$ cat config.mk
export PLATFORM = sky130hd
export DESIGN_NAME = pe_pad_ctrl_flat
export DESIGN_NICKNAME = d
export VERILOG_FILES = /design/src/rtl/pe_pad_ctrl_if.sv /design/src/rtl/pe_pad_ctrl.sv /design/src/flat_wrapper.sv
export SDC_FILE = /design/constraint.sdc
export NUM_CORES = 1
export LEC_CHECK = 0
export ABC_CLOCK_PERIOD_IN_PS = 6850
export CAP_MARGIN = 10
export CORE_ASPECT_RATIO = 0.8
export CORE_MARGIN = 10
export CORE_UTILIZATION = 50
export DETAILED_ROUTE_END_ITERATION = 10
export HOLD_SLACK_MARGIN = 0.08
export PLACE_DENSITY = 0.72
export SYNTH_ARGS = -nofsm -noshare
export SYNTH_HDL_FRONTEND = slang
export SYNTH_SLANG_ARGS = --single-unit
$ cat constraint.sdc
create_clock -name i_clk -period 6.85 [get_ports i_clk]
set_input_delay 1.0275 -clock i_clk [delete_from_list [all_inputs] [get_ports i_clk]]
set_output_delay 1.0275 -clock i_clk [all_outputs]
set_load 0.05 [all_outputs]
$ cat src/rtl/pe_pad_ctrl_if.sv
// Pad-controller bus: layer-tile configuration handshake, data-flow qualifiers,
// and the pad/weight-pad control bundle driven back by the sequencer.
interface pe_pad_ctrl_if #(
  parameter int ConfDWd  = 32'd4,
  parameter int PConfDWd = 32'd3,
  parameter int RowCntWd = 32'd8
);
  logic                i_cfg_valid;
  logic                o_cfg_ready;
  logic [ConfDWd-1:0]  i_cfg_IFLen;
  logic [ConfDWd-1:0]  i_cfg_PopU;
  logic [PConfDWd-1:0] i_cfg_Pch;
  logic [RowCntWd-1:0] i_cfg_nRow;
  logic                i_ipix_valid;
  logic                i_au_ready;
  logic                i_flush;
  logic [ConfDWd-1:0]  o_cont_IFLen;
  logic [ConfDWd-1:0]  o_cont_PopU;
  logic [PConfDWd-1:0] o_cont_Pch;
  logic                o_cont_start;
  logic                o_cont_pop;
  logic                o_cont_nxtRow;
  logic                o_cont_lastPix;
  logic                o_cont_stall;
  logic                o_cont_reset;
  logic                o_cont_done;
  logic                o_cont_swapWt;
  logic                o_busy;

  modport master (
    output i_cfg_valid, i_cfg_IFLen, i_cfg_PopU, i_cfg_Pch, i_cfg_nRow,
    output i_ipix_valid, i_au_ready, i_flush,
    input  o_cfg_ready, o_cont_IFLen, o_cont_PopU, o_cont_Pch,
    input  o_cont_start, o_cont_pop, o_cont_nxtRow, o_cont_lastPix,
    input  o_cont_stall, o_cont_reset, o_cont_done, o_cont_swapWt, o_busy
  );

  modport slave (
    input  i_cfg_valid, i_cfg_IFLen, i_cfg_PopU, i_cfg_Pch, i_cfg_nRow,
    input  i_ipix_valid, i_au_ready, i_flush,
    output o_cfg_ready, o_cont_IFLen, o_cont_PopU, o_cont_Pch,
    output o_cont_start, o_cont_pop, o_cont_nxtRow, o_cont_lastPix,
    output o_cont_stall, o_cont_reset, o_cont_done, o_cont_swapWt, o_busy
  );
endinterface

$ cat src/rtl/pe_pad_ctrl.sv
// Per-PE IF-pad / weight-pad sequencer: load a pixel window, stream it to the AU,
// slide by PopU pixels, repeat for every output position.
module pe_pad_ctrl #(
  parameter int ConfDWd  = 32'd4,
  parameter int PConfDWd = 32'd3,
  parameter int RowCntWd = 32'd8
) (
  input logic          i_clk,
  input logic          i_rstn,
  pe_pad_ctrl_if.slave bus
);
  localparam int CntWd = ConfDWd + PConfDWd;
  localparam logic [CntWd-1:0]    CNT_ONE  = {{(CntWd-1){1'b0}}, 1'b1};
  localparam logic [CntWd-1:0]    CNT_ZERO = {CntWd{1'b0}};
  localparam logic [ConfDWd-1:0]  CFG_ONE  = {{(ConfDWd-1){1'b0}}, 1'b1};
  localparam logic [ConfDWd-1:0]  CFG_ZERO = {ConfDWd{1'b0}};
  localparam logic [PConfDWd-1:0] PCH_ONE  = {{(PConfDWd-1){1'b0}}, 1'b1};
  localparam logic [PConfDWd-1:0] PCH_ZERO = {PConfDWd{1'b0}};
  localparam logic [RowCntWd-1:0] ROW_ONE  = {{(RowCntWd-1){1'b0}}, 1'b1};
  localparam logic [RowCntWd-1:0] ROW_ZERO = {RowCntWd{1'b0}};

  typedef enum logic [2:0] {
    S_IDLE    = 3'd0,
    S_INIT    = 3'd1,
    S_LOAD    = 3'd2,
    S_COMPUTE = 3'd3,
    S_ADVANCE = 3'd4,
    S_DONE    = 3'd5
  } state_e;

  state_e              state_r, state_nxt_s;
  logic [ConfDWd-1:0]  ifl_r, popu_r, ifl_cfg_s, popu_cfg_s;
  logic [PConfDWd-1:0] pch_r, ch_cnt_r;
  logic [RowCntWd-1:0] nrow_r, row_cnt_r;
  logic [ConfDWd-1:0]  pix_cnt_r;
  logic [CntWd-1:0]    word_cnt_r, w_s, n_s, p_s, fill_last_s;
  logic                first_r;
  logic                accept_s, flush_s, fill_ok_s, fill_end_s, compute_ok_s;
  logic                last_pix_s, last_row_s;

  // Clamp incoming configuration: IFLen 0 runs as 1, PopU never exceeds the window.
  always_comb begin
    if (bus.i_cfg_IFLen == CFG_ZERO) ifl_cfg_s = CFG_ONE;
    else                             ifl_cfg_s = bus.i_cfg_IFLen;
    if (bus.i_cfg_PopU > ifl_cfg_s)  popu_cfg_s = ifl_cfg_s;
    else                             popu_cfg_s = bus.i_cfg_PopU;
  end

  assign w_s = CntWd'(pch_r) + CNT_ONE;
  assign n_s = CntWd'(ifl_r) * w_s;
  assign p_s = CntWd'(popu_r) * w_s;

  // Per-cycle event decode shared by the FSM, counters and outputs.
  always_comb begin
    accept_s     = (state_r == S_IDLE) && bus.i_cfg_valid;
    flush_s      = (state_r != S_IDLE) && bus.i_flush;
    fill_ok_s    = ((state_r == S_LOAD) || (state_r == S_ADVANCE)) && bus.i_ipix_valid;
    compute_ok_s = (state_r == S_COMPUTE) && bus.i_au_ready;
    last_pix_s   = (state_r == S_COMPUTE) && (pix_cnt_r == (ifl_r - CFG_ONE)) && (ch_cnt_r == pch_r);
    last_row_s   = (row_cnt_r == nrow_r);
    if (state_r == S_LOAD) fill_last_s = n_s - CNT_ONE;
    else                   fill_last_s = p_s - CNT_ONE;
    fill_end_s   = (word_cnt_r == fill_last_s);
  end

  // Configuration latch, held until the next accept.
  always_ff @(posedge i_clk or negedge i_rstn) begin
    if (!i_rstn) begin
      ifl_r  <= CFG_ZERO;
      popu_r <= CFG_ZERO;
      pch_r  <= PCH_ZERO;
      nrow_r <= ROW_ZERO;
    end else if (accept_s) begin
      ifl_r  <= ifl_cfg_s;
      popu_r <= popu_cfg_s;
      pch_r  <= bus.i_cfg_Pch;
      nrow_r <= bus.i_cfg_nRow;
    end
  end

  // FSM state register.
  always_ff @(posedge i_clk or negedge i_rstn) begin
    if (!i_rstn) state_r <= S_IDLE;
    else         state_r <= state_nxt_s;
  end

  // FSM next-state logic; flush overrides every transition.
  always_comb begin
    state_nxt_s = state_r;
    case (state_r)
      S_IDLE:    if (accept_s) state_nxt_s = S_INIT; else state_nxt_s = S_IDLE;
      S_INIT:    state_nxt_s = S_LOAD;
      S_LOAD, S_ADVANCE: begin
        if (fill_ok_s && fill_end_s) state_nxt_s = S_COMPUTE;
        else                         state_nxt_s = state_r;
      end
      S_COMPUTE: begin
        if (compute_ok_s && last_pix_s) begin
          if (last_row_s)             state_nxt_s = S_DONE;
          else if (popu_r == CFG_ZERO) state_nxt_s = S_COMPUTE;
          else                        state_nxt_s = S_ADVANCE;
        end else begin
          state_nxt_s = S_COMPUTE;
        end
      end
      S_DONE:    state_nxt_s = S_IDLE;
      default:   state_nxt_s = S_IDLE;
    endcase
    if (flush_s) state_nxt_s = S_IDLE;
    else         state_nxt_s = state_nxt_s;
  end

  // Word / channel / pixel / row counters; all hold on stalled cycles.
  always_ff @(posedge i_clk or negedge i_rstn) begin
    if (!i_rstn) begin
      word_cnt_r <= CNT_ZERO;
      ch_cnt_r   <= PCH_ZERO;
      pix_cnt_r  <= CFG_ZERO;
      row_cnt_r  <= ROW_ZERO;
    end else if (flush_s || (state_r == S_INIT)) begin
      word_cnt_r <= CNT_ZERO;
      ch_cnt_r   <= PCH_ZERO;
      pix_cnt_r  <= CFG_ZERO;
      row_cnt_r  <= ROW_ZERO;
    end else if (fill_ok_s) begin
      if (fill_end_s) begin
        word_cnt_r <= CNT_ZERO;
        pix_cnt_r  <= CFG_ZERO;
      end else begin
        word_cnt_r <= word_cnt_r + CNT_ONE;
      end
    end else if (compute_ok_s) begin
      if (ch_cnt_r == pch_r) begin
        ch_cnt_r <= PCH_ZERO;
        if (last_pix_s) begin
          pix_cnt_r <= CFG_ZERO;
          if (!last_row_s) row_cnt_r <= row_cnt_r + ROW_ONE;
        end else begin
          pix_cnt_r <= pix_cnt_r + CFG_ONE;
        end
      end else begin
        ch_cnt_r <= ch_cnt_r + PCH_ONE;
      end
    end
  end

  // Marks the first LOAD cycle so start pulses once even if that cycle stalls.
  always_ff @(posedge i_clk or negedge i_rstn) begin
    if (!i_rstn)                 first_r <= 1'b0;
    else if (state_r == S_INIT)  first_r <= 1'b1;
    else if (state_r == S_LOAD)  first_r <= 1'b0;
  end

  assign bus.o_cont_IFLen = ifl_r;
  assign bus.o_cont_PopU  = popu_r;
  assign bus.o_cont_Pch   = pch_r;

  // FSM output decode; stall/pop follow the live data-flow qualifiers.
  always_comb begin
    bus.o_cfg_ready    = 1'b0;
    bus.o_busy         = 1'b1;
    bus.o_cont_start   = 1'b0;
    bus.o_cont_pop     = 1'b0;
    bus.o_cont_stall   = 1'b0;
    bus.o_cont_swapWt  = 1'b0;
    bus.o_cont_done    = 1'b0;
    bus.o_cont_lastPix = last_pix_s;
    bus.o_cont_nxtRow  = last_pix_s && !last_row_s;
    bus.o_cont_reset   = flush_s;
    case (state_r)
      S_IDLE: begin
        bus.o_cfg_ready = 1'b1;
        bus.o_busy      = 1'b0;
      end
      S_INIT: begin
        bus.o_cont_reset  = 1'b1;
        bus.o_cont_swapWt = 1'b1;
      end
      S_LOAD, S_ADVANCE: begin
        bus.o_cont_start = (state_r == S_LOAD) && first_r;
        bus.o_cont_pop   = bus.i_ipix_valid;
        bus.o_cont_stall = !bus.i_ipix_valid;
      end
      S_COMPUTE: bus.o_cont_stall = !bus.i_au_ready;
      S_DONE:    bus.o_cont_done  = 1'b1;
      default:   bus.o_busy       = 1'b1;
    endcase
  end
endmodule

$ cat src/flat_wrapper.sv
// flat-port wrapper written by rule: the top's interface ports become plain ports
module pe_pad_ctrl_flat 
#(
  parameter int ConfDWd  = 32'd4,
  parameter int PConfDWd = 32'd3,
  parameter int RowCntWd = 32'd8
)
  (i_clk, i_rstn, bus_i_cfg_valid, bus_i_cfg_IFLen, bus_i_cfg_PopU, bus_i_cfg_Pch, bus_i_cfg_nRow, bus_i_ipix_valid, bus_i_au_ready, bus_i_flush, bus_o_cfg_ready, bus_o_cont_IFLen, bus_o_cont_PopU, bus_o_cont_Pch, bus_o_cont_start, bus_o_cont_pop, bus_o_cont_nxtRow, bus_o_cont_lastPix, bus_o_cont_stall, bus_o_cont_reset, bus_o_cont_done, bus_o_cont_swapWt, bus_o_busy);
  pe_pad_ctrl_if #(.ConfDWd(ConfDWd), .PConfDWd(PConfDWd), .RowCntWd(RowCntWd)) bus_i ();
  input logic i_clk;
  input logic i_rstn;
  input wire logic [$bits(bus_i.i_cfg_valid)-1:0] bus_i_cfg_valid;
  input wire logic [$bits(bus_i.i_cfg_IFLen)-1:0] bus_i_cfg_IFLen;
  input wire logic [$bits(bus_i.i_cfg_PopU)-1:0] bus_i_cfg_PopU;
  input wire logic [$bits(bus_i.i_cfg_Pch)-1:0] bus_i_cfg_Pch;
  input wire logic [$bits(bus_i.i_cfg_nRow)-1:0] bus_i_cfg_nRow;
  input wire logic [$bits(bus_i.i_ipix_valid)-1:0] bus_i_ipix_valid;
  input wire logic [$bits(bus_i.i_au_ready)-1:0] bus_i_au_ready;
  input wire logic [$bits(bus_i.i_flush)-1:0] bus_i_flush;
  output wire logic [$bits(bus_i.o_cfg_ready)-1:0] bus_o_cfg_ready;
  output wire logic [$bits(bus_i.o_cont_IFLen)-1:0] bus_o_cont_IFLen;
  output wire logic [$bits(bus_i.o_cont_PopU)-1:0] bus_o_cont_PopU;
  output wire logic [$bits(bus_i.o_cont_Pch)-1:0] bus_o_cont_Pch;
  output wire logic [$bits(bus_i.o_cont_start)-1:0] bus_o_cont_start;
  output wire logic [$bits(bus_i.o_cont_pop)-1:0] bus_o_cont_pop;
  output wire logic [$bits(bus_i.o_cont_nxtRow)-1:0] bus_o_cont_nxtRow;
  output wire logic [$bits(bus_i.o_cont_lastPix)-1:0] bus_o_cont_lastPix;
  output wire logic [$bits(bus_i.o_cont_stall)-1:0] bus_o_cont_stall;
  output wire logic [$bits(bus_i.o_cont_reset)-1:0] bus_o_cont_reset;
  output wire logic [$bits(bus_i.o_cont_done)-1:0] bus_o_cont_done;
  output wire logic [$bits(bus_i.o_cont_swapWt)-1:0] bus_o_cont_swapWt;
  output wire logic [$bits(bus_i.o_busy)-1:0] bus_o_busy;
  assign bus_i.i_cfg_valid = bus_i_cfg_valid;
  assign bus_i.i_cfg_IFLen = bus_i_cfg_IFLen;
  assign bus_i.i_cfg_PopU = bus_i_cfg_PopU;
  assign bus_i.i_cfg_Pch = bus_i_cfg_Pch;
  assign bus_i.i_cfg_nRow = bus_i_cfg_nRow;
  assign bus_i.i_ipix_valid = bus_i_ipix_valid;
  assign bus_i.i_au_ready = bus_i_au_ready;
  assign bus_i.i_flush = bus_i_flush;
  assign bus_o_cfg_ready = bus_i.o_cfg_ready;
  assign bus_o_cont_IFLen = bus_i.o_cont_IFLen;
  assign bus_o_cont_PopU = bus_i.o_cont_PopU;
  assign bus_o_cont_Pch = bus_i.o_cont_Pch;
  assign bus_o_cont_start = bus_i.o_cont_start;
  assign bus_o_cont_pop = bus_i.o_cont_pop;
  assign bus_o_cont_nxtRow = bus_i.o_cont_nxtRow;
  assign bus_o_cont_lastPix = bus_i.o_cont_lastPix;
  assign bus_o_cont_stall = bus_i.o_cont_stall;
  assign bus_o_cont_reset = bus_i.o_cont_reset;
  assign bus_o_cont_done = bus_i.o_cont_done;
  assign bus_o_cont_swapWt = bus_i.o_cont_swapWt;
  assign bus_o_busy = bus_i.o_busy;
  pe_pad_ctrl #(.ConfDWd(ConfDWd), .PConfDWd(PConfDWd), .RowCntWd(RowCntWd)) u_core (.i_clk(i_clk), .i_rstn(i_rstn), .bus(bus_i));
endmodule
# After elaboration in Yosys (flattened, before gate mapping)
# Index checks and enable logic that the tools add are counted.
[totals] ramBits=0 word_cells=103 in_bits=25 latchBits=0 rom_bits=0 mem_count=0 regBits=45
[op_classes] n_bitwise=0 n_mux=39 n_addsub=8 reduce_logical=30 n_mul=2 n_lt_le_gt_ge=1 shift=0 div_mod_pow=0 n_eq_ne=13
[ops] operator="two-way mux 8 bit" count=6
[ops] operator="two-way mux 4 bit" count=8
[ops] operator="two-way mux 7 bit" count=4
[ops] operator="two-way mux 3 bit" count=9
[ops] operator="multiplier 4 x 7 -> 7 bit" count=2
[ops] operator="subtractor 7 x 1 -> 7 bit (second input constant)" count=2
[ops] operator="one-hot mux 3 bit (4 select lines)" count=1
[ops] operator="logical AND 1 bit" count=10
[ops] operator="two-way mux 1 bit" count=10
[ops] operator="nonzero test 2 bit" count=5
[ops] operator="nonzero test 3 bit" count=3
[ops] operator="adder 8 x 1 -> 8 bit (second input constant)" count=1
[ops] operator="== test 8 bit" count=1
[ops] operator="logical NOT 4 bit" count=2
[ops] operator="adder 7 x 1 -> 7 bit (second input constant)" count=1
[ops] operator="== test 7 bit" count=1
[ops] operator="== test 3 x 2 -> 1 bit (second input constant)" count=2
[ops] operator="== test 3 bit (second input constant)" count=2
[ops] operator="AND reduction 5 bit" count=1
[ops] operator="adder 3 x 1 -> 4 bit (second input constant)" count=1
[ops] operator="adder 4 x 1 -> 4 bit (second input constant)" count=1
[ops] operator="== test 4 bit" count=1
[ops] operator="greater-than comparator 4 bit" count=1
[ops] operator="inequality test 2 bit (second input constant)" count=2
[ops] operator="other kinds (13)" count=16

# Depth between registers and ports, before layout
[depth] word_depth=9 mapped_depth=16 depth_no_buf=15

# Worst setup path before layout
# No wires, ideal clock.
[synth_path] kind="register to register" from="register u_core.pch_r[1], in the netlist u_core.bus.o_cont_Pch[1]" to="register u_core.state_r[1]" arrival_time_ns=4.486 synth_period_minus_slack_ns=4.612 required_ns=6.724 path_slack_ns=2.238 stages_incl_launch_ff=16 path_cell_list="dfrtp_1 -> ha_1 -> xor2_1 -> nand2_1 -> ha_1 -> fa_1 -> inv_1 -> ha_1 -> ha_1 -> a21oi_1 -> a221oi_1 -> a211o_1 -> or4_4 -> o211ai_4 -> nor3b_2 -> a221o_1"
[synth_between] elab_chain_len=7
[synth_rtl] item="start, declared" line_no="pe_pad_ctrl.sv:33" source="logic [PConfDWd-1:0] pch_r, ch_cnt_r;"
[synth_rtl] item="start signal, assigned" line_no="pe_pad_ctrl.sv:76" source="pch_r <= bus.i_cfg_Pch;"
[synth_rtl] item="adder 3 x 1 -> 4 bit" line_no="pe_pad_ctrl.sv:49" source="assign w_s = CntWd'(pch_r) + CNT_ONE;"
[synth_rtl] item="multiplier 4 x 7 -> 7 bit (on tied branches)" line_no="pe_pad_ctrl.sv:51, pe_pad_ctrl.sv:50"
[synth_rtl] item="subtractor 7 x 1 -> 7 bit (on tied branches)" line_no="pe_pad_ctrl.sv:62, pe_pad_ctrl.sv:61"
[synth_rtl] item="two-way mux 7 bit" line_no="pe_pad_ctrl.sv:61" source="if (state_r == S_LOAD) fill_last_s = n_s - CNT_ONE;"
[synth_rtl] item="== test 7 bit" line_no="pe_pad_ctrl.sv:63" source="fill_end_s = (word_cnt_r == fill_last_s);"
[synth_rtl] item="logical AND 1 bit" line_no="pe_pad_ctrl.sv:94" source="if (fill_ok_s && fill_end_s) state_nxt_s = S_COMPUTE;"
[synth_rtl] item="inequality test 3 x 1 -> 1 bit (no source line)"
[synth_rtl] item="end signal, assigned" line_no="pe_pad_ctrl.sv:84" source="else state_r <= state_nxt_s;"
[synth_rtl] item="end, declared" line_no="pe_pad_ctrl.sv:31" source="state_e state_r, state_nxt_s;"
# Parallel ways exist; a longest one is shown, timed or not.
# A chain may end at the register's enable or synchronous reset.

# Worst setup path in the final report
[layout_path] from="register u_core.pch_r[0], in the netlist u_core.bus.o_cont_Pch[0]" to="register u_core.pix_cnt_r[2]"
[layout_between] elab_chain_len=7
[layout_rtl] item="adder 3 x 1 -> 4 bit or == test 3 bit (tied branches)" line_no="pe_pad_ctrl.sv:49, pe_pad_ctrl.sv:59, pe_pad_ctrl.sv:133"
[layout_rtl] item="multiplier 4 x 7 -> 7 bit, or another cell as far along" line_no="pe_pad_ctrl.sv:51" source="assign p_s = CntWd'(popu_r) * w_s;"
[layout_rtl] item="subtractor 7 x 1 -> 7 bit, or another cell as far along" line_no="pe_pad_ctrl.sv:62" source="else fill_last_s = p_s - CNT_ONE;"
[layout_rtl] item="two-way mux 7 bit or two-way mux 4 bit (tied branches)" line_no="pe_pad_ctrl.sv:61, pe_pad_ctrl.sv:133"
[layout_rtl] item="== test 7 bit or two-way mux 4 bit (tied branches)" line_no="pe_pad_ctrl.sv:63, pe_pad_ctrl.sv:132"
[layout_rtl] item="inequality test 3 bit (no source line) or two-way mux 4 bit (tied branches)"
[layout_rtl] item="AND reduction 3 bit (no source line) or two-way mux 4 bit (tied branches)"
[layout_rtl] item="end signal, assigned" line_no="pe_pad_ctrl.sv:139" source="pix_cnt_r <= pix_cnt_r + CFG_ONE;"
[layout_rtl] item="end, declared" line_no="pe_pad_ctrl.sv:35" source="logic [ConfDWd-1:0] pix_cnt_r;"
# Parallel ways exist; a longest one is shown, timed or not. The select of a mux whose other input is x is not followed.

==> run_results.csv <==
group,metric,value,unit
timing,finalSetupTns,0,ns
worst_setup_path,crit_start,"u_core.bus.o_cont_Pch[0]",
logic_synthesis,syn_nets,509,
timing,fmax,202.7,MHz
worst_setup_path,critPathArrivalTime,5.11,ns
floorplan,dieHeight,99.71,um
finish,syn2layout_area_growth,15.78,%
worst_setup_path,slowest_stage,"dfrtp_1",
floorplan,initial_utilization,52.48,%
worst_setup_path,worstPathRequired,7.03,ns
logic_synthesis,synth_area_leaders,"dfrtp_1 (28%), ha_1 (11%), fa_1 (5.0%)",
floorplan,die_w,119.6,um
timing,finalHoldViolations,0,
global_route,antenna_found_initial,0,
logic_synthesis,synth_cells,438,
worst_setup_path,max_stage_delay,0.58,ns
worst_setup_path,worstPathCellList,"ha_1 > xor2_1 > nand2_1 > fa_1 > fa_1 > inv_1 > ha_1 > a211oi_1 > o21ai_0 > nor4b_1 > a2111oi_0 > nand2_1 > o31ai_4 > o21ai_0",
cts,htreeDepth,2,
timing,tightest_slew,1.026,ns
hold_path,min_path_type,"register to register",
run,max_cap_viol_count,0,
logic_synthesis,yosys.area.top_type,"dfrtp_1",
finish,drive_gt1_share,6.918,%
outcome,status,"finished, final reports clean",
place,io_buffer_count,45,
cts,clk_pin_slew,0.09,ns
place,dpl.hpwl,7518,um
logic_synthesis,ys.flop_type,"dfrtp_1",
cts,post_cts_buffers,0,
timing,grt_setup_unrepaired,"false",
worst_setup_path,crit_fanout,15,
global_route,grt_start_max_net_pins,46,
detailed_routing,drtIter0Drc,253,
logic_synthesis,synth-seq-cells,45,
detailed_routing,drc,0,
cts,numCtsBuffers,5,
global_route,grt_pass1_wl,15970,um
logic_synthesis,synth_edf_count,0,
timing,setup_violations,0,
detailed_routing,postRouteAntennaNets,0,
detailed_routing,firstDrtPassIters,5,
logic_synthesis,async_flop_share,100.0,%
worst_setup_path,path_class,"register to register",
detailed_routing,wire_per_inst,16.37,um
detailed_routing,wirelength,9529,um
global_route,overflow,0,
timing,period_minus_slack,4.932,ns
cts,clkSinkCount,45,
detailed_routing,vias,3297,
finish,n_antenna_cell,0,
hold_path,hp-start,"u_core.first_r",
cts,cts_hold_buf,0,
logic_synthesis,yosysWarnings,0,
global_route,grt_pass1_vias,3288,
timing,drv_slew,0,
worst_setup_path,cp_num_buf_inv,1,
timing,fin_crit_sh,72.00,%
worst_setup_path,r2r_start,"u_core.bus.o_cont_Pch[0]",
worst_setup_path,start_kind,"register",
detailed_routing,viasPerCell,5.665,
place,gp_congestion,0.8786,
cts,clockBufferDepth,2,
floorplan,fp-row-count,28,
logic_synthesis,yosysSeqAreaShare,28.36,%
worst_setup_path,critPathCaptureType,"register",
timing,clock_skew,0.009330,ns
floorplan,die-area,11930,um2
timing,fin_hold_ws,0.4761,ns
logic_synthesis,synth.distinct_cells,59,
logic_synthesis,synth_area_per_cell,9.067,um2
worst_setup_path,crit_family,"adder cells",
cts,insertion_delay,0.30,ns
cts,post_cts_resized,0,
floorplan,ios,46,
logic_synthesis,synth_top_area_share,28.36,%
floorplan,fp.coreArea,7567,um2
cts,cts_root_buf,"clkbuf_8",
cts,cts_tree,"yes",
finish,nFillCells,698,
finish,final_nets,547,
timing,slew_headroom,31.60,%
global_route,track_usage,15.94,%
logic_synthesis,syn-cell-area,3971,um2
==> worst register-to-register path, delay by kind of cell (launching register included) <==
| family | cells | cell delay, ns |
|---|---|---|
| AOI/OAI and AO/OA | 5 | 1.52 |
| xor gates and xnor gates | 1 | 0.49 |
| adders and majority gates | 4 | 1.53 |
| buffers and inverters | 1 | 0.04 |
| DFF | 1 | 0.58 |
| and+or+nand+nor | 3 | 0.65 |
==> flip-flops by register name, summed over array words and instances, names as in the netlist <==
signal / flops
u_core.bus.o_cont_PopU: 4
u_core.word_cnt_r: 7
u_core.first_r: 1
u_core.state_r: 3
u_core.row_cnt_r: 8
u_core.bus.o_cont_IFLen: 4
u_core.nrow_r: 8
u_core.pix_cnt_r: 4
u_core.ch_cnt_r: 3
u_core.bus.o_cont_Pch: 3
==> routing by layer <==
metal | global-route usage (%) | vias to the layer above | routed length, um
met4 | 2.870 | 0 | 65
li1 | - | 1620 | -
met3 | 3.616 | 8 | 541
met1 | 21.58 | 1586 | 4497
met2 | 25.63 | 83 | 4425
met5 | 0 | - | 0
==> cell usage after synthesis (7+ instances only) <==
| master | count |
|---|---|
| inv_1 | 33 |
| nand3_1 | 7 |
| nor3_1 | 7 |
| fa_1 | 10 |
| xor2_1 | 22 |
| ha_1 | 36 |
| mux2i_1 | 9 |
| nor2_1 | 28 |
| o21ai_0 | 18 |
| clkbuf_1 | 11 |
| nand2b_1 | 14 |
| dfrtp_1 | 45 |
| mux2_2 | 13 |
| a21oi_1 | 20 |
| xnor2_1 | 13 |
| and3_1 | 7 |
| and2_1 | 12 |
| nand2_1 | 49 |
==> through the flow <==
step	setup slack, ns	cell area [um2]	std cells	util, %
after CTS	1.909	4598	582	60.76
after global routing	1.364	4598	582	60.76
after detailed placement	1.906	4487	574	59.29
after floorplan	2.238	3971	438	-
final	1.918	4598	582	60.76
after global placement	2.229	4487	574	59.29
==> cell families (layout without fill, tap and decap cells) <==
group,Yosys count,after routing,synth area share (%)
fa+ha+maj,46,46,16.38
xor+xnor,37,37,8.853
flops,45,45,28.36
simple gates,160,160,21.49
mux,22,22,5.955
compound gates,81,81,14.30
buf+inv,47,86,4.663
==> placed cells by master, fill, tap and decap left out, drive strengths merged, types with 4 or more instances in the layout <==
| master | synthesis | layout |
|---|---|---|
| dfrtp | 45 | 45 |
| a21oi | 20 | 20 |
| nor2b | 6 | 6 |
| nand3 | 7 | 7 |
| xnor2 | 13 | 13 |
| nand2b | 14 | 14 |
| nor3b | 5 | 5 |
| and2 | 12 | 12 |
| clkdlybuf4s50 | 0 | 44 |
| nor4 | 6 | 6 |
| and3 | 7 | 7 |
| mux2i | 9 | 9 |
| nor2 | 28 | 28 |
| clkbuf | 11 | 6 |
| a2111oi | 7 | 7 |
| xor2 | 22 | 22 |
| o21ai | 18 | 18 |
| a21o | 6 | 6 |
| nand4 | 6 | 6 |
| o22ai | 4 | 4 |
| nand2 | 49 | 49 |
| ha | 36 | 36 |
| nor3 | 7 | 7 |
| fa | 10 | 10 |
| mux2 | 13 | 13 |
| inv | 33 | 33 |
==> worst paths after layout <==
kind	to	slack, ns	cells after the start
hold reg to reg	u_core.first_r	0.48	1
min in group asynchronous	u_core.first_r	0.90	1
hold / removal	u_core.first_r	0.48	1
setup / recovery	u_core.pix_cnt_r[2]	1.92	14
setup reg to reg	u_core.pix_cnt_r[2]	1.92	14
max in group asynchronous	u_core.bus.o_cont_PopU[2]	5.31	1
==> area by class of cell <==
| type | instances | area (um2) | area share, % |
|---|---|---|---|
| Clock inverter | 2 | 38.79 | 0.8435 |
| Inverter | 33 | 123.9 | 2.694 |
| Tap cell | 105 | 131.4 | 2.857 |
| Sequential cell | 45 | 1126 | 24.49 |
| Multi-Input combinational cell | 346 | 2660 | 57.85 |
| Timing Repair Buffer | 45 | 445.4 | 9.687 |
| Clock buffer | 6 | 72.57 | 1.578 |
Power is not shown: default switching activity piles up to over one toggle a cycle in this logic, so the estimate is an artifact.
